File: src/rtl/pipeline_hazard_ctrl_pkg.sv
// Shared types for the 5-stage pipeline sequencer: the FSM state encoding
// and the register-index width.
package pipeline_hazard_ctrl_pkg;

  localparam int unsigned RegIdxW = 4;

  typedef enum logic [1:0] {
    StRun     = 2'd0,
    StStall   = 2'd1,
    StFlush   = 2'd2,
    StMemWait = 2'd3
  } pipe_state_t;

endpackage

File: src/rtl/pipeline_hazard_ctrl_if.sv
// Bundle between the pipeline datapath (master) and the hazard sequencer (slave).
interface pipeline_hazard_ctrl_if #(
  parameter int unsigned CntW = 16
);
  import pipeline_hazard_ctrl_pkg::*;

  logic               id_valid;
  logic [RegIdxW-1:0] id_src1;
  logic [RegIdxW-1:0] id_src2;
  logic               id_two_src;
  logic [RegIdxW-1:0] exe_dest;
  logic               exe_wb_en;
  logic               exe_mem_read;
  logic [RegIdxW-1:0] mem_dest;
  logic               mem_wb_en;
  logic               branch_taken;
  logic               mem_req;
  logic               mem_ready;

  logic               hazard;
  logic               freeze_pc;
  logic               freeze_id_exe;
  logic               freeze_exe_mem;
  logic               flush_if_id;
  logic               flush_id_exe;
  pipe_state_t        state;
  logic [CntW-1:0]    stall_cycles;
  logic [CntW-1:0]    flush_count;
  logic               mem_timeout;

  modport master (
    output id_valid, id_src1, id_src2, id_two_src, exe_dest, exe_wb_en, exe_mem_read,
           mem_dest, mem_wb_en, branch_taken, mem_req, mem_ready,
    input  hazard, freeze_pc, freeze_id_exe, freeze_exe_mem, flush_if_id, flush_id_exe,
           state, stall_cycles, flush_count, mem_timeout
  );

  modport slave (
    input  id_valid, id_src1, id_src2, id_two_src, exe_dest, exe_wb_en, exe_mem_read,
           mem_dest, mem_wb_en, branch_taken, mem_req, mem_ready,
    output hazard, freeze_pc, freeze_id_exe, freeze_exe_mem, flush_if_id, flush_id_exe,
           state, stall_cycles, flush_count, mem_timeout
  );

endinterface

File: src/rtl/pipeline_hazard_ctrl_hazard_detect.sv
// Combinational RAW compare of the ID source indices against the EXE and MEM
// destinations; with forwarding only a load in EXE can cause a stall.
module pipeline_hazard_ctrl_hazard_detect
  import pipeline_hazard_ctrl_pkg::*;
#(
  parameter bit ForwardEn = 1'b0
) (
  input  logic [RegIdxW-1:0] id_src1_i,
  input  logic [RegIdxW-1:0] id_src2_i,
  input  logic               id_two_src_i,
  input  logic [RegIdxW-1:0] exe_dest_i,
  input  logic               exe_wb_en_i,
  input  logic               exe_mem_read_i,
  input  logic [RegIdxW-1:0] mem_dest_i,
  input  logic               mem_wb_en_i,
  output logic               raw1_o,
  output logic               raw2_o
);

  logic exe_hit_en;
  logic mem_hit_en;

  always_comb begin
    exe_hit_en = exe_wb_en_i & (ForwardEn ? exe_mem_read_i : 1'b1);
    // Forwarding covers every MEM-stage producer.
    mem_hit_en = mem_wb_en_i & ~ForwardEn;
    raw1_o     = (exe_hit_en & (id_src1_i == exe_dest_i)) |
                 (mem_hit_en & (id_src1_i == mem_dest_i));
    raw2_o     = id_two_src_i &
                 ((exe_hit_en & (id_src2_i == exe_dest_i)) |
                  (mem_hit_en & (id_src2_i == mem_dest_i)));
  end

endmodule

File: src/rtl/pipeline_hazard_ctrl.sv
// Pipeline sequencer: freeze/flush control for a 5-stage pipe with priority
// memory-wait > taken-branch > RAW stall, plus saturating statistics and a memory watchdog.
module pipeline_hazard_ctrl
  import pipeline_hazard_ctrl_pkg::*;
#(
  parameter bit          ForwardEn  = 1'b0,
  parameter int unsigned CntW       = 16,
  parameter int unsigned MemTimeout = 255
) (
  input logic                  clk,
  input logic                  rst,
  pipeline_hazard_ctrl_if.slave bus
);

  localparam int unsigned TmoW  = $clog2(MemTimeout + 1);
  localparam int unsigned WaitW = (TmoW > 8) ? TmoW : 8;

  logic raw1;
  logic raw2;
  logic mem_busy;
  logic flush_apply;
  logic hazard;

  pipe_state_t     state_d;
  pipe_state_t     state_q;
  logic [CntW-1:0] stall_cycles_q;
  logic [CntW-1:0] flush_count_q;
  logic [WaitW-1:0] wait_cnt_q;
  logic            mem_timeout_q;

  pipeline_hazard_ctrl_hazard_detect #(
    .ForwardEn(ForwardEn)
  ) u_hazard_detect (
    .id_src1_i     (bus.id_src1),
    .id_src2_i     (bus.id_src2),
    .id_two_src_i  (bus.id_two_src),
    .exe_dest_i    (bus.exe_dest),
    .exe_wb_en_i   (bus.exe_wb_en),
    .exe_mem_read_i(bus.exe_mem_read),
    .mem_dest_i    (bus.mem_dest),
    .mem_wb_en_i   (bus.mem_wb_en),
    .raw1_o        (raw1),
    .raw2_o        (raw2)
  );

  always_comb begin
    mem_busy    = bus.mem_req & ~bus.mem_ready;
    // A branch seen while memory is busy stays in EXE and is flushed on release.
    flush_apply = bus.branch_taken & ~mem_busy;
    hazard      = bus.id_valid & (raw1 | raw2) & ~bus.branch_taken & ~mem_busy;

    state_d = StRun;
    if (mem_busy) begin
      state_d = StMemWait;
    end else if (flush_apply) begin
      state_d = StFlush;
    end else if (hazard) begin
      state_d = StStall;
    end
  end

  always_comb begin
    bus.hazard         = hazard;
    bus.freeze_pc      = mem_busy | hazard;
    bus.freeze_id_exe  = mem_busy;
    bus.freeze_exe_mem = mem_busy;
    bus.flush_if_id    = flush_apply;
    bus.flush_id_exe   = flush_apply | hazard;
    bus.state          = state_q;
    bus.stall_cycles   = stall_cycles_q;
    bus.flush_count    = flush_count_q;
    bus.mem_timeout    = mem_timeout_q;
  end

  always_ff @(posedge clk) begin
    if (rst) begin
      state_q        <= StRun;
      stall_cycles_q <= '0;
      flush_count_q  <= '0;
      wait_cnt_q     <= '0;
      mem_timeout_q  <= 1'b0;
    end else begin
      state_q <= state_d;

      if ((hazard | mem_busy) && (stall_cycles_q != '1)) begin
        stall_cycles_q <= stall_cycles_q + CntW'(1);
      end
      if (flush_apply && (flush_count_q != '1)) begin
        flush_count_q <= flush_count_q + CntW'(1);
      end

      // Watchdog only reports; the freeze is never broken by it.
      if (mem_busy) begin
        if (wait_cnt_q != '1) begin
          wait_cnt_q <= wait_cnt_q + WaitW'(1);
        end
        if (wait_cnt_q == WaitW'(MemTimeout)) begin
          mem_timeout_q <= 1'b1;
        end
      end else begin
        wait_cnt_q <= '0;
      end
    end
  end

endmodule

File: src/flat_wrapper.sv
// flat-port wrapper written by rule: the top's interface ports become plain ports
module pipeline_hazard_ctrl_flat import pipeline_hazard_ctrl_pkg::*;
#(
  parameter bit          ForwardEn  = 1'b0,
  parameter int unsigned CntW       = 16,
  parameter int unsigned MemTimeout = 255
)
  (clk, rst, bus_id_valid, bus_id_src1, bus_id_src2, bus_id_two_src, bus_exe_dest, bus_exe_wb_en, bus_exe_mem_read, bus_mem_dest, bus_mem_wb_en, bus_branch_taken, bus_mem_req, bus_mem_ready, bus_hazard, bus_freeze_pc, bus_freeze_id_exe, bus_freeze_exe_mem, bus_flush_if_id, bus_flush_id_exe, bus_state, bus_stall_cycles, bus_flush_count, bus_mem_timeout);
  pipeline_hazard_ctrl_if #(.CntW(CntW)) bus_i ();
  input logic clk;
  input logic rst;
  input wire logic [$bits(bus_i.id_valid)-1:0] bus_id_valid;
  input wire logic [$bits(bus_i.id_src1)-1:0] bus_id_src1;
  input wire logic [$bits(bus_i.id_src2)-1:0] bus_id_src2;
  input wire logic [$bits(bus_i.id_two_src)-1:0] bus_id_two_src;
  input wire logic [$bits(bus_i.exe_dest)-1:0] bus_exe_dest;
  input wire logic [$bits(bus_i.exe_wb_en)-1:0] bus_exe_wb_en;
  input wire logic [$bits(bus_i.exe_mem_read)-1:0] bus_exe_mem_read;
  input wire logic [$bits(bus_i.mem_dest)-1:0] bus_mem_dest;
  input wire logic [$bits(bus_i.mem_wb_en)-1:0] bus_mem_wb_en;
  input wire logic [$bits(bus_i.branch_taken)-1:0] bus_branch_taken;
  input wire logic [$bits(bus_i.mem_req)-1:0] bus_mem_req;
  input wire logic [$bits(bus_i.mem_ready)-1:0] bus_mem_ready;
  output wire logic [$bits(bus_i.hazard)-1:0] bus_hazard;
  output wire logic [$bits(bus_i.freeze_pc)-1:0] bus_freeze_pc;
  output wire logic [$bits(bus_i.freeze_id_exe)-1:0] bus_freeze_id_exe;
  output wire logic [$bits(bus_i.freeze_exe_mem)-1:0] bus_freeze_exe_mem;
  output wire logic [$bits(bus_i.flush_if_id)-1:0] bus_flush_if_id;
  output wire logic [$bits(bus_i.flush_id_exe)-1:0] bus_flush_id_exe;
  output wire logic [$bits(bus_i.state)-1:0] bus_state;
  output wire logic [$bits(bus_i.stall_cycles)-1:0] bus_stall_cycles;
  output wire logic [$bits(bus_i.flush_count)-1:0] bus_flush_count;
  output wire logic [$bits(bus_i.mem_timeout)-1:0] bus_mem_timeout;
  assign bus_i.id_valid = bus_id_valid;
  assign bus_i.id_src1 = bus_id_src1;
  assign bus_i.id_src2 = bus_id_src2;
  assign bus_i.id_two_src = bus_id_two_src;
  assign bus_i.exe_dest = bus_exe_dest;
  assign bus_i.exe_wb_en = bus_exe_wb_en;
  assign bus_i.exe_mem_read = bus_exe_mem_read;
  assign bus_i.mem_dest = bus_mem_dest;
  assign bus_i.mem_wb_en = bus_mem_wb_en;
  assign bus_i.branch_taken = bus_branch_taken;
  assign bus_i.mem_req = bus_mem_req;
  assign bus_i.mem_ready = bus_mem_ready;
  assign bus_hazard = bus_i.hazard;
  assign bus_freeze_pc = bus_i.freeze_pc;
  assign bus_freeze_id_exe = bus_i.freeze_id_exe;
  assign bus_freeze_exe_mem = bus_i.freeze_exe_mem;
  assign bus_flush_if_id = bus_i.flush_if_id;
  assign bus_flush_id_exe = bus_i.flush_id_exe;
  assign bus_state = bus_i.state;
  assign bus_stall_cycles = bus_i.stall_cycles;
  assign bus_flush_count = bus_i.flush_count;
  assign bus_mem_timeout = bus_i.mem_timeout;
  pipeline_hazard_ctrl #(.ForwardEn(ForwardEn), .CntW(CntW), .MemTimeout(MemTimeout)) u_core (.clk(clk), .rst(rst), .bus(bus_i));
endmodule
File: config.mk
export PLATFORM = sky130hd
export DESIGN_NAME = pipeline_hazard_ctrl_flat
export DESIGN_NICKNAME = d
export VERILOG_FILES = /design/src/rtl/pipeline_hazard_ctrl_pkg.sv /design/src/rtl/pipeline_hazard_ctrl_if.sv /design/src/rtl/pipeline_hazard_ctrl_hazard_detect.sv /design/src/rtl/pipeline_hazard_ctrl.sv /design/src/flat_wrapper.sv
export SDC_FILE = /design/constraint.sdc
export NUM_CORES = 1
export LEC_CHECK = 0
export CELL_PAD_IN_SITES_DETAIL_PLACEMENT = 1
export CELL_PAD_IN_SITES_GLOBAL_PLACEMENT = 1
export CORE_MARGIN = 2
export CORE_UTILIZATION = 27
export DETAILED_ROUTE_END_ITERATION = 8
export DONT_BUFFER_PORTS = 1
export GPL_TIMING_DRIVEN = 0
export PLACE_DENSITY = 0.58
export SLEW_MARGIN = 20
export SYNTH_ARGS = -nofsm -noshare
export SYNTH_HDL_FRONTEND = slang
export SYNTH_HIERARCHICAL = 1
export SYNTH_SLANG_ARGS = --single-unit
File: constraint.sdc
create_clock -name clk -period 4.71 [get_ports clk]
set_input_delay 0.942 -clock clk [delete_from_list [all_inputs] [get_ports clk]]
set_output_delay 0.942 -clock clk [all_outputs]
set_load 0.01 [all_outputs]
Word level (Yosys, flattened, before mapping):

Cells that the tools add are included.

* logic and storage cells: 41
* output and inout bits: 41
* flip-flop bits (word level): 43

* equal/unequal tests: 8
* add/subtract/negate cells: 3
* reductions and logical operators: 4
* bitwise logic cells: 18
* multiplexer cells: 3

Operator list (number)
* 16-bit by 1-bit adder with 16-bit output (second input constant): 2
* 16-bit inequality test (second input constant): 2
* 4-bit equality test: 4
* 1-bit bitwise AND: 10
* 8-bit by 1-bit adder with 8-bit output (second input constant): 1
* 8-bit equality test (second input constant): 1
* 8-bit inequality test (second input constant): 1
* 1-bit bitwise OR: 5
* 2-bit 2-to-1 mux: 2
* 1-bit inverter: 3
* 1-bit logical AND: 2
* 2-bit AND reduction: 1
* 2-bit OR reduction: 1
* 1-bit 2-to-1 mux: 1

Logic depth before layout (Yosys ltp):

Gate-level depths: netlist of the first run.

* word-level depth: 11
* depth in mapped cells: 11
* mapped depth without buffers: 10

Modules after synthesis:

The synthesis of the first run kept the hierarchy.

By module, submodules not included
* pipeline_hazard_ctrl: cells an instance 250, area each 2189.6 um^2, sequential area each 860.8 um^2, times used 1
* pipeline_hazard_ctrl_hazard_detect: cells an instance 29, area each 203.9 um^2, sequential area each 0.0 um^2, times used 1

Worst setup path before layout of the first run:

Ideal clock, no wire load.

* path kind: input-to-output
* start: input bus_exe_dest[1]
* end: output bus_freeze_pc
* buffers on the path: 1
* data required time: 3768 ps
* path slack: 1713 ps
* cell stages on the path: 8
* arrival: 2055 ps
* cells stage by stage: inv_1 > a22oi_2 > o2111ai_1 > o31ai_1 > nor2_1 > o21a_1 > buf_2 > inv_1

* cells in the longest elaborated chain, start to end: 9
* elaborated cells between the ends (all ways): 12

Ends and longest elaborated chain
* start, declared: line flat_wrapper.sv:16 `input wire logic [$bits(bus_i.exe_dest)-1:0] bus_exe_dest;`
* 4-bit equality test: line pipeline_hazard_ctrl_hazard_detect.sv:30 `((exe_hit_en & (id_src2_i == exe_dest_i)) |`
* 1-bit bitwise AND: line pipeline_hazard_ctrl_hazard_detect.sv:30
* 1-bit bitwise OR: line pipeline_hazard_ctrl_hazard_detect.sv:30
* 1-bit bitwise AND: line pipeline_hazard_ctrl_hazard_detect.sv:29 `raw2_o = id_two_src_i &`
* net u_core.raw2: line pipeline_hazard_ctrl.sv:19 `logic raw2;`
* 1-bit bitwise OR: line pipeline_hazard_ctrl.sv:50 `hazard = bus.id_valid & (raw1 | raw2) & ~bus.branch_taken & ~mem_busy;`
* 1-bit bitwise AND (3 in series): line pipeline_hazard_ctrl.sv:50
* 1-bit bitwise OR: line pipeline_hazard_ctrl.sv:64 `bus.freeze_pc = mem_busy | hazard;`
* end, declared: line flat_wrapper.sv:25 `output wire logic [$bits(bus_i.freeze_pc)-1:0] bus_freeze_pc;`

The timed path passes the listed nets, and every way through them passes these cells.

Worst setup path in the final report of the first run:

Same ends and word-level chain as after synthesis.

==> results of run 1 <==
[final timing paths]
check	endpoint	slack, ns	cells after the start
min reg2reg	u_core/wait_cnt_q[1]	0.51	2
min	u_core/wait_cnt_q[1]	0.51	2
max reg2reg	u_core/bus.stall_cycles[5]	2.57	6
max	bus_freeze_pc	1.43	8
[metrics by stage]
step                instances  setup slack (ns)
floorplan                 279              1.71
global placement          387              1.44
detailed placement        387              1.39
CTS                       395              1.39
global route              395              1.27
finish                    395              1.43
[layer usage]
| metal | wire (um) | up-vias | GRT usage, % | share of wire [%] |
|---|---|---|---|---|
| met5 | 0 | - | 0 | 0 |
| met2 | 2860 | 56 | 21.7 | 45 |
| met4 | 31 | 0 | 2.85 | 0.49 |
| li1 | - | 1001 | - | - |
| met1 | 2940 | 981 | 17.1 | 47 |
| met3 | 458 | 2 | 4.58 | 7.3 |
[worst reg2reg max path, cell delays in order (launching register included)]
cell and delay, ns:
sky130_fd_sc_hd__dfxtp_1 0.47, sky130_fd_sc_hd__ha_1 0.26, sky130_fd_sc_hd__nand4_1 0.36, sky130_fd_sc_hd__nor4_1 0.58
sky130_fd_sc_hd__nor3_1 0.12, sky130_fd_sc_hd__xnor2_1 0.17, sky130_fd_sc_hd__nor2_1 0.05
[power groups by stage]
stage / Combinational [mW] / Sequential [mW] / Clock [mW]
global route: 0.0536 / 0.376 / 0.257
detailed placement: 0.0480 / 0.384 / 0
finish: 0.0474 / 0.375 / 0.227
global placement: 0.0469 / 0.384 / 0
CTS: 0.0482 / 0.375 / 0.240
floorplan: 0.0368 / 0.382 / 0
[sequential cells by signal, summed over array words and instances, names as in the netlist]
name	count
u_core/bus.stall_cycles	16
u_core/wait_cnt_q	8
u_core/bus.mem_timeout	1
u_core/bus.state	2
u_core/bus.flush_count	16
[synthesized netlist by cell type, types with 5 or more instances]
cell	number
sky130_fd_sc_hd__a21oi_1	11
sky130_fd_sc_hd__xor2_1	12
sky130_fd_sc_hd__nand3_1	15
sky130_fd_sc_hd__nand2_1	18
sky130_fd_sc_hd__mux2i_1	5
sky130_fd_sc_hd__nand4_1	11
sky130_fd_sc_hd__dfxtp_1	43
sky130_fd_sc_hd__nor2_1	46
sky130_fd_sc_hd__nor3_1	17
sky130_fd_sc_hd__inv_1	7
sky130_fd_sc_hd__xnor2_1	22
sky130_fd_sc_hd__clkbuf_1	5
[cells by family after synthesis]
kind of cell             Yosys count
AND/OR/NAND/NOR                  142
flip-flops                        43
XOR/XNOR                          34
AO/OA/AOI/OAI                     33
buffers and inverters             18
multiplexers                       6
adder cells (fa/ha/maj)            3
[cells in the final DEF, fill, tap and decap left out, drive strengths merged, types with 2 or more instances in the layout]
cell	n
a21o	2
a21oi	11
and3	5
buf	4
clkbuf	12
dfxtp	43
ha	3
inv	9
mux2i	5
nand2	18
nand2b	3
nand3	18
nand4	11
nor2	47
nor3	18
nor4	8
nor4b	3
o2111ai	3
o21ai	3
o22ai	2
o31ai	2
or2	2
or3	2
xnor2	22
xor2	12
[final cells by class]
| class | instances | area, um2 | area share, % |
|---|---|---|---|
| multi-input combinational | 218 | 1460 | 55.8 |
| sequential | 43 | 861 | 33.0 |
| tap | 108 | 135 | 5.18 |
| clock buffer | 7 | 76.3 | 2.92 |
| buffer | 9 | 40.0 | 1.53 |
| inverter | 9 | 36.3 | 1.39 |
| clock inverter | 1 | 5.00 | 0.192 |
==> reports/results.txt, run 1 <==
Run status -> completed
Fraction of the mapped netlist area in simple logic gates -> 34.4%
Longest individual stage delay on the worst path -> 0.28 ns
Hold/Removal Path Class -> flop to flop
Post-synth cell types -> 56
Combinational family with the most area after synthesis -> simple AND/OR/NAND/NOR gates
Clock tree from TritonCTS -> built
CTS HTree Levels -> 2
Vias after detailed routing -> 2040
Maximum clock frequency -> 0.304 GHz
Post-CTS repair timing setup buffer count -> 0
HPWL after detailed placement -> 4800 um
Share of total power in the clock network -> 34.9%
Net count after synthesis -> 308
Synthesized-area fraction occupied by adder cells -> 1.57%
Max FO, Critical Path -> 10
Netlist Area Pre-Place -> 2390 um2
Core Footprint -> 8680 um2
Final hold vios -> 0
Share of layout cells above drive strength 1 -> 12.2%
Via count of the first global-routing pass -> 2070
Fraction of synthesized cell area in xor and xnor cells -> 12.4%
Setup TNS -> 0 ns
Worst hold-check slack -> 0.505 ns
Mux contribution to synthesized area -> 2.56%
Number of nets with antenna violations after routing -> 0
Top cells by area in the synthesized netlist -> sky130_fd_sc_hd__dfxtp_1, sky130_fd_sc_hd__xnor2_1, sky130_fd_sc_hd__nor2_1
Worst r2r src -> u_core/bus.stall_cycles[0]
Routed length per placed instance -> 15.9 um
Type of the worst setup path -> input pin to output port
Port bufs -> 0
Fraction of the mapped netlist area in compound gates -> 9.88%
Unrepaired setup endpoints after global routing -> no
Synthesized netlist cell count -> 279
Count of state elements after synthesis -> 43
Number of diodes -> 0
Overall Power -> 0.649 mW
Cell taking the most area after synthesis -> sky130_fd_sc_hd__dfxtp_1
First DRT Iteration DRCs -> 46
Core occupancy in the finished layout -> 30.1%
Synth-to-Final Area Change -> 9.04%
Number of antenna violations at the first check in global routing -> 0
Switching power of the nets -> 0.158 mW
CP endpoint kind -> output port
Startpoint types -> input pin
Die area -> 9630 um2
Clk slew on worst S/H paths -> 0.08 ns
CP bufs+invs -> 3
I/O pins -> 67
Internal power summed over all cells -> 0.491 mW
Share of synthesized flip-flops with an asynchronous set or reset -> 0%
Data arrival, critical path -> 2.34 ns
Sequential share of the synthesized area -> 36.0%
Clock Root Buffer -> sky130_fd_sc_hd__clkbuf_8
TritonCTS sink count -> 43
Tot GR Track Use -> 13.3%
Post-CTS sizing -> 0
Initial core utilization -> 27.6%
Total Routed Length -> 6290 um
Sequence of cells on the critical path -> inv_1 > a22oi_2 > o2111ai_1 > o31ai_1 > nor2_1 > o21a_1 > buf_2 > inv_1
Cell mode on critical path -> sky130_fd_sc_hd__inv_1
Synth Flop Type -> sky130_fd_sc_hd__dfxtp_1
Final setup skew -> 0.00275 ns
Power per cell area -> 249 nW/um2
Final critical-path share of the clock period -> 69.7%
Global-route wire length before repair -> 10500 um
Length of the first detailed-routing pass in iterations -> 4
Worst-case headroom to the max-slew limit -> 60.2%
Sequential power share -> 57.8%
Combinational cell fraction of total power -> 7.3%
Share of total power consumed by net switching -> 24.4%
Maximum number of pins on one net before global-route repair -> 13
Kind of cell adding the most delay to the critical path -> compound AO/OA/AOI/OAI gates
Aggregate global routing overflow -> 0
Peak supply drop -> 97.1 uV
Pins over their slew limit -> 0
# rows -> 34
Total of endpoints with negative setup slack in the final report -> 0
Routability congestion estimate -> 0.829
Mean number of vias per cell -> 5.16
Hold buffer count at cts -> 0
Average cell area after synthesis -> 8.58 um2
TritonCTS buffer count -> 5
CP max stage cell -> sky130_fd_sc_hd__o21a_1
CTS max path bufs -> 2
Measured slew at the worst slew-check pin -> 0.591 ns
Drc violations -> 0
Worst-skew pair later-pin latency -> 0.28 ns
Req. time, crit path -> 3.77 ns
YS warnings -> 6
Area after DPL -> 2530 um2
First element of the critical path -> bus_exe_dest[1]
Worst Hold Launch -> u_core/wait_cnt_q[1]
Max-cap violations -> 0
Vert. Die Dim -> 98.2 um
Min Tclk post-route -> 3.28 ns
Post-synth EDFFs -> 0
Die width -> 98.2 um
Area fraction of the dominant cell type after synthesis -> 36.0%
Pleak -> 0.844 nW
Final cell area excluding filler cells -> 2610 um2
Layout fillers -> 1042
Nets -> 315
Power figures use the tool's default switching activity.
==> run 2: changes to the inputs <==
--- a/config.mk
+++ b/config.mk
@@ -12,7 +12,7 @@
 export DETAILED_ROUTE_END_ITERATION = 8
 export DONT_BUFFER_PORTS = 1
 export GPL_TIMING_DRIVEN = 0
-export PLACE_DENSITY = 0.58
+export PLACE_DENSITY = 0.6
 export SLEW_MARGIN = 20
 export SYNTH_ARGS = -nofsm -noshare
 export SYNTH_HDL_FRONTEND = slang
==> constraint.sdc (replaced) <==
create_clock -name clk -period 2.79 [get_ports clk]
set_input_delay 0.558 -clock clk [delete_from_list [all_inputs] [get_ports clk]]
set_output_delay 0.558 -clock clk [all_outputs]
set_load 0.01 [all_outputs]
==> run 2 against run 1 <==
Non-clock buffer count is the same. Final cell count decreased by 0.25%. Sequential power rose by 69%. Total power up 72%. Register-to-register slack worse by 1.9 ns. Critical path depth stayed put. Largest cell class unchanged.
==> reports/results.txt, run 2 (synthesis gave the netlist of run 1 again) <==
Met3 layer wire length in the routed design -> 422 um (-7.9%)
Longest individual stage delay on the worst path -> 0.28 ns (about the same)
Startpoint types -> input pin
Synth-to-Final Area Change -> 9.30%
CTS HTree Levels -> 2 (unchanged)
First DRT Iteration DRCs -> 51 (+11%)
TritonCTS buffer count -> 5 (unchanged)
Number of diodes -> 0 (unchanged)
Worst Hold Launch -> bus_mem_req
TritonCTS sink count -> 43 (unchanged)
Die area -> 9630 um2 (unchanged)
CP endpoint kind -> output port
Global-route wire length before repair -> 10600 um (+0.91%)
Core Footprint -> 8680 um2 (unchanged)
Power per cell area -> 428 nW/um2 (+72%)
Worst-skew pair later-pin latency -> 0.29 ns (about the same)
Highest-count cells in the layout ignoring fill and taps -> sky130_fd_sc_hd__nor2_1, sky130_fd_sc_hd__dfxtp_1, sky130_fd_sc_hd__xnor2_1
Max FO, Critical Path -> 10 (unchanged)
Initial core utilization -> 27.6% (unchanged)
Overall Power -> 1.12 mW (+72%)
Number of antenna violations at the first check in global routing -> 0 (unchanged)
Maximum clock frequency -> 0.400 GHz
Port bufs -> 0 (unchanged)
Final hold vios -> 0 (unchanged)
Sum of routed wire segments on met1 -> 2860 um (-2.6%)
Most common cell after layout, fill and taps aside -> sky130_fd_sc_hd__nor2_1
Total Routed Length -> 6370 um (+1.3%)
Peak supply drop -> 165 uV (+70%)
HPWL after detailed placement -> 4900 um (+2.2%)
Worst-case headroom to the max-slew limit -> 62.5% (+2.3 points)
Run status -> completed
Drc violations -> 0 (unchanged)
Hold/Removal Path Class -> input pin to flop
Via count of the first global-routing pass -> 2142 (+3.5%)
Pins over their slew limit -> 0 (unchanged)
Final setup skew -> 0.00832 ns (+0.00557 ns)
Share of layout cells above drive strength 1 -> 12.6% (+0.39 points)
Data arrival, critical path -> 1.94 ns (-0.40 ns)
Type of the worst setup path -> input pin to output port
Post-CTS repair timing setup buffer count -> 0 (unchanged)
Worst r2r src -> u_core/bus.stall_cycles[0]
Number of nets with antenna violations after routing -> 0 (unchanged)
Top layer used by detailed routing -> met4
CP max stage cell -> sky130_fd_sc_hd__o21a_1
Max-cap violations -> 0 (unchanged)
Nets -> 315 (unchanged)
Vert. Die Dim -> 98.2 um (unchanged)
Length of the first detailed-routing pass in iterations -> 4 (unchanged)
Total of endpoints with negative setup slack in the final report -> 0 (unchanged)
Min Tclk post-route -> 2.50 ns
Unrepaired setup endpoints after global routing -> no
Hold buffer count at cts -> 0 (unchanged)
Maximum number of pins on one net before global-route repair -> 13 (unchanged)
Routability congestion estimate -> 0.828 (-0.14%)
Req. time, crit path -> 2.23 ns (-1.54 ns)
Clock Root Buffer -> sky130_fd_sc_hd__clkbuf_8
Cell mode on critical path -> sky130_fd_sc_hd__inv_1
First element of the critical path -> bus_exe_dest[1]
# rows -> 34 (unchanged)
Kind of cell adding the most delay to the critical path -> compound AO/OA/AOI/OAI gates
Mean number of vias per cell -> 5.17 (+0.16%)
Met2 wire len -> 3020 um (+5.5%)
Pleak -> 0.849 nW (+0.57%)
Routed length per placed instance -> 16.2 um (+1.6%)
Tot GR Track Use -> 13.5% (+0.18 points)
Area after DPL -> 2530 um2 (unchanged)
Final cell area excluding filler cells -> 2620 um2 (+0.24%)
Vias after detailed routing -> 2038 (-0.098%)
Aggregate global routing overflow -> 0 (unchanged)
Worst slack after detailed placement -> 0.246 ns (-1.15 ns)
Post-CTS sizing -> 0 (unchanged)
CTS max path bufs -> 2 (unchanged)
Measured slew at the worst slew-check pin -> 0.563 ns (-0.0285 ns)
CP bufs+invs -> 3 (unchanged)
Final worst-path setup slack -> 0.293 ns (-1.13 ns)
Worst hold-check slack -> 0.466 ns (-0.0396 ns)
Setup TNS -> 0 ns (unchanged)
Die width -> 98.2 um (unchanged)
Clock tree from TritonCTS -> built
Clk slew on worst S/H paths -> 0.08 ns (about the same)
Final critical-path share of the clock period -> 89.5%
Sequence of cells on the critical path -> inv_1 > a22oi_2 > o2111ai_1 > o31ai_1 > nor2_1 > o21a_1 > buf_2 > inv_1
I/O pins -> 67 (unchanged)
run 2: layout make-up:
type,count,area (um2)
plain buffers,9,40.0
well taps,108,135
multi-input cells,218,1460
flip-flops and latches,43,861
clock buffers,6,82.6
fillers,1039,6060
inverters,9,36.3
clock inverters,1,5.00
run 2: where the power goes:
part,switching [mW],internal (mW),leakage [nW]
clock network,0.212,0.195,0.0470
logic,0.0473,0.0320,0.454
registers,0.0124,0.621,0.347
total,0.272,0.847,0.849
run 2: through the flow:
| stage | utilization, % | cells |
|---|---|---|
| after floorplan | - | 279 |
| after CTS | 30.1 | 394 |
| final | 30.1 | 394 |
| after detailed placement | 29.1 | 387 |
| after global placement | 29.1 | 387 |
| after global routing | 30.1 | 394 |
run 2: path summary, 6_finish.rpt:
kind / to / cells after the start / slack [ns]
setup / recovery: bus_freeze_pc / 8 / 0.29
hold / removal: u_core/bus.state[1] / 2 / 0.47
setup reg to reg: u_core/bus.stall_cycles[7] / 6 / 0.67
hold reg to reg: u_core/wait_cnt_q[1] / 2 / 0.50
run 2: per-layer routing:
layer	track usage (%)	up-vias
met2	23.1	56
li1	-	990
met3	4.08	7
met4	3.58	0
met1	16.5	985
met5	0	-
run 2: worst register-to-register path, delay by kind of cell, from the launching register on:
kind / cells / cell delay [ns]
XOR/XNOR: 1 / 0.16
adder cells (fa/ha/maj): 1 / 0.27
AND/OR/NAND/NOR: 4 / 1.10
flip-flops: 1 / 0.47
==> run 3: changes to the inputs <==
--- a/config.mk
+++ b/config.mk
@@ -12,9 +12,8 @@
 export DETAILED_ROUTE_END_ITERATION = 8
 export DONT_BUFFER_PORTS = 1
 export GPL_TIMING_DRIVEN = 0
-export PLACE_DENSITY = 0.6
+export PLACE_DENSITY = 0.59
 export SLEW_MARGIN = 20
 export SYNTH_ARGS = -nofsm -noshare
 export SYNTH_HDL_FRONTEND = slang
-export SYNTH_HIERARCHICAL = 1
 export SYNTH_SLANG_ARGS = --single-unit
==> run 3 against run 2 <==
Core utilization up 0.51 points. Worst hold slack worse by 0.085 ns. Highest routed layer unchanged. Total power up 4.6%. Non-clock buffer count up 2. Wire length down 0.89%. Combinational power up 20%. Setup slack worse by 0.056 ns. Maximum frequency down 2.2%. Clock power up 8.4%. Critical endpoint is now bus_flush_id_exe. First-iteration DRC count up 41%. Critical path depth down 3.
==> reports/results.txt, run 3 <==
Run status -> completed
Measured slew at the worst slew-check pin -> 0.677 ns (+0.115 ns)
Type of the worst setup path -> input pin to output port
Maximum clock frequency -> 0.392 GHz (-2.2%)
Area fraction of the dominant cell type after synthesis -> 34.9% (-1.1 points)
Highest-count cells in the layout ignoring fill and taps -> sky130_fd_sc_hd__nor2_1, sky130_fd_sc_hd__dfxtp_1, sky130_fd_sc_hd__xor2_1
Final hold vios -> 0 (unchanged)
Post-CTS sizing -> 0 (unchanged)
Share of total power in the clock network -> 37.6% (+1.2 points)
Worst Hold Launch -> bus_branch_taken
Total Routed Length -> 6310 um (-0.89%)
Clock Root Buffer -> sky130_fd_sc_hd__clkbuf_8
Maximum number of pins on one net before global-route repair -> 15 (+2)
Hold buffer count at cts -> 0 (unchanged)
Dominant cell by count in the synthesized netlist -> sky130_fd_sc_hd__nor2_1
Cell types with the highest counts after synthesis -> sky130_fd_sc_hd__nor2_1, sky130_fd_sc_hd__dfxtp_1, sky130_fd_sc_hd__xor2_1, sky130_fd_sc_hd__nand3_1, sky130_fd_sc_hd__nand2_1
Register Area -> 861 um2 (unchanged)
Placed Cells incl. Taps -> 385 (-0.52%)
Vert. Die Dim -> 99.6 um (+1.4%)
CP endpoint kind -> output port
Routed length per placed instance -> 16.1 um (-0.64%)
Via count of the first global-routing pass -> 2118 (-1.1%)
Net count after synthesis -> 306 (-0.65%)
Die area -> 9910 um2 (+2.9%)
I/O pins -> 67 (unchanged)
TritonCTS buffer count -> 5 (unchanged)
# rows -> 34 (unchanged)
Worst-skew pair later-pin latency -> 0.30 ns (about the same)
Clock tree from TritonCTS -> built
Startpoint types -> input pin
Worst-case headroom to the max-slew limit -> 54.7% (-7.8 points)
Clk slew on worst S/H paths -> 0.09 ns (about the same)
Most common cell after layout, fill and taps aside -> sky130_fd_sc_hd__nor2_1
Internal power summed over all cells -> 0.859 mW (+1.4%)
Drc violations -> 0 (unchanged)
Reg2reg setup slack -> 0.74 ns (+0.07 ns)
Combinational cell fraction of total power -> 8.1% (+1.0 points)
Share of total power consumed by net switching -> 26.6% (+2.3 points)
Post-CTS repair timing setup buffer count -> 0 (unchanged)
Setup TNS -> 0 ns (unchanged)
Cell taking the most area after synthesis -> sky130_fd_sc_hd__dfxtp_1
Die width -> 99.6 um (+1.4%)
Final setup skew -> 0.0118 ns (+0.00352 ns)
Vias after detailed routing -> 2015 (-1.1%)
Average cell area after synthesis -> 8.90 um2 (+3.8%)
First DRT Iteration DRCs -> 72 (+41%)
Min Tclk post-route -> 2.55 ns (+0.0562 ns)
Sequential share of the synthesized area -> 34.9% (-1.1 points)
YS warnings -> 0 (-6)
Sequential power share -> 54.2% (-2.4 points)
Synth Flop Type -> sky130_fd_sc_hd__dfxtp_1
FF-to-FF path depth -> 7 (+1)
Core Footprint -> 8810 um2 (+1.5%)
Peak supply drop -> 165 uV (+0.42%)
Final cell count without fillers -> 393 (-0.25%)
Number of cells on the worst hold path -> 2 (unchanged)
Critical R2R Capture -> u_core.bus.flush_count[9]
Port bufs -> 0 (unchanged)
Pleak -> 0.994 nW (+17%)
Length of the first detailed-routing pass in iterations -> 4 (unchanged)
Layout fillers -> 1050 (+1.1%)
Initial core utilization -> 28.0% (+0.42 points)
Routability congestion estimate -> 0.763 (-7.9%)
CTS max path bufs -> 2 (unchanged)
Max-cap violations -> 0 (unchanged)
Synth-to-Final Area Change -> 9.49%
Share of layout cells above drive strength 1 -> 15.1% (+2.5 points)
Area taken by multi-input logic gates -> 1530 um2 (+5.3%)
TritonCTS sink count -> 43 (unchanged)
Tot GR Track Use -> 13.3% (-0.15 points)
Share of synthesized flip-flops with an asynchronous set or reset -> 0% (unchanged)
Pins over their slew limit -> 0 (unchanged)
Number of nets with antenna violations after routing -> 0 (unchanged)
Count of state elements after synthesis -> 43 (unchanged)
Post-synth EDFFs -> 0 (unchanged)
Mean number of vias per cell -> 5.13 (-0.88%)
Worst r2r src -> u_core.bus.flush_count[6]
Req. time, crit path -> 2.23 ns (about the same)
Max FO, Critical Path -> 10 (unchanged)
HPWL after detailed placement -> 4750 um (-3.0%)
Synthesized netlist cell count -> 277 (-0.72%)
Final critical-path share of the clock period -> 91.5% (+2.0 points)
Number of diodes -> 0 (unchanged)
Data arrival, critical path -> 2.00 ns (+0.06 ns)
Destination of the worst hold path -> u_core.bus.state[1]
Nets -> 313 (-0.63%)
Hold/Removal Path Class -> input pin to flop
Post-synth cell types -> 40 (-29%)
Global-route wire length before repair -> 10700 um (+0.59%)
CTS HTree Levels -> 2 (unchanged)
Netlist Area Pre-Place -> 2470 um2 (+3.0%)
Number of antenna violations at the first check in global routing -> 0 (unchanged)
Unrepaired setup endpoints after global routing -> no
Total of endpoints with negative setup slack in the final report -> 0 (unchanged)
Aggregate global routing overflow -> 0 (unchanged)
Power per cell area -> 434 nW/um2 (+1.3%)
Top cells by area in the synthesized netlist -> sky130_fd_sc_hd__dfxtp_1, sky130_fd_sc_hd__xor2_1, sky130_fd_sc_hd__nor2_1
Switching power of the nets -> 0.311 mW (+14%)
-- run 3: cell count changes in the layout (fill, tap and decap cells not counted), sizes merged, moves of 5 or more --
cell and change:
nor2b +14, xor2 +13, inv -5, nor3 -16, mux2 +14, xnor2 -15
a21oi -7, a211oi +11, and3 +9
-- run 3: worst max-delay path by stage --
stage,from,endpoint,cells after the start
after floorplan,bus_id_src1[3],bus_flush_id_exe,5
after global placement,bus_id_src1[1],bus_flush_id_exe,5
after detailed placement,bus_id_src1[1],bus_flush_id_exe,5
after CTS,bus_id_src1[1],bus_flush_id_exe,5
after global routing,bus_id_src1[1],bus_flush_id_exe,5
final,bus_id_src1[1],bus_flush_id_exe,5
-- run 3: per-layer routing --
layer	wire length, um	global-route usage [%]	up-vias	share of wire, %
met1	2860	16.5	967	45
met2	2950	22.5	55	47
li1	-	-	985	-
met5	0	0	-	0
met4	61	3.79	0	0.97
met3	446	3.87	8	7.1
-- run 3: power groups by stage --
stage | combinational (mW) | clock [mW] | sequential, mW
after floorplan | 0.0762 | 0 | 0.646
after global placement | 0.0953 | 0 | 0.649
after detailed placement | 0.0970 | 0 | 0.649
after CTS | 0.0974 | 0.466 | 0.635
after global routing | 0.108 | 0.494 | 0.637
final | 0.0954 | 0.441 | 0.635
-- run 3: critical path, stage by stage --
cell,delay (ns)
sky130_fd_sc_hd__xor2_1,0.19
sky130_fd_sc_hd__nor4_2,0.10
sky130_fd_sc_hd__o41ai_4,0.70
sky130_fd_sc_hd__buf_6,0.27
sky130_fd_sc_hd__o21ai_0,0.18
-- run 3: layout make-up --
class	instances	share of cell area, %
Tap cell	108	5.00
Buffer	11	2.09
Clock buffer	6	3.06
Clock inverter	2	0.602
Multi-Input combinational cell	219	56.8
Inverter	4	0.556
Sequential cell	43	31.9
-- run 3: per-stage QoR --
step	worst slack (ns)	total power, mW	util (%)	area, um2	hold slack (ns)
floorplan	0.489	0.722	-	2470	0.424
global placement	0.235	0.745	29.5	2600	0.453
detailed placement	0.207	0.746	29.5	2600	0.454
CTS	0.212	1.20	30.7	2700	0.362
global route	0.156	1.24	30.7	2700	0.362
finish	0.237	1.17	30.7	2700	0.380
-- run 3: cells by family (layout without fill, tap and decap cells) --
| kind of cell | count (synthesis) | count (layout) | synth area share [%] |
|---|---|---|---|
| AOI/OAI and AO/OA | 33 | 33 | 12.4 |
| xor gates and xnor gates | 32 | 32 | 11.4 |
| adders and majority gates | 3 | 3 | 1.52 |
| buffers and inverters | 15 | 23 | 2.89 |
| DFF | 43 | 43 | 34.9 |
| muxes | 18 | 18 | 8.98 |
| and+or+nand+nor | 133 | 133 | 27.9 |
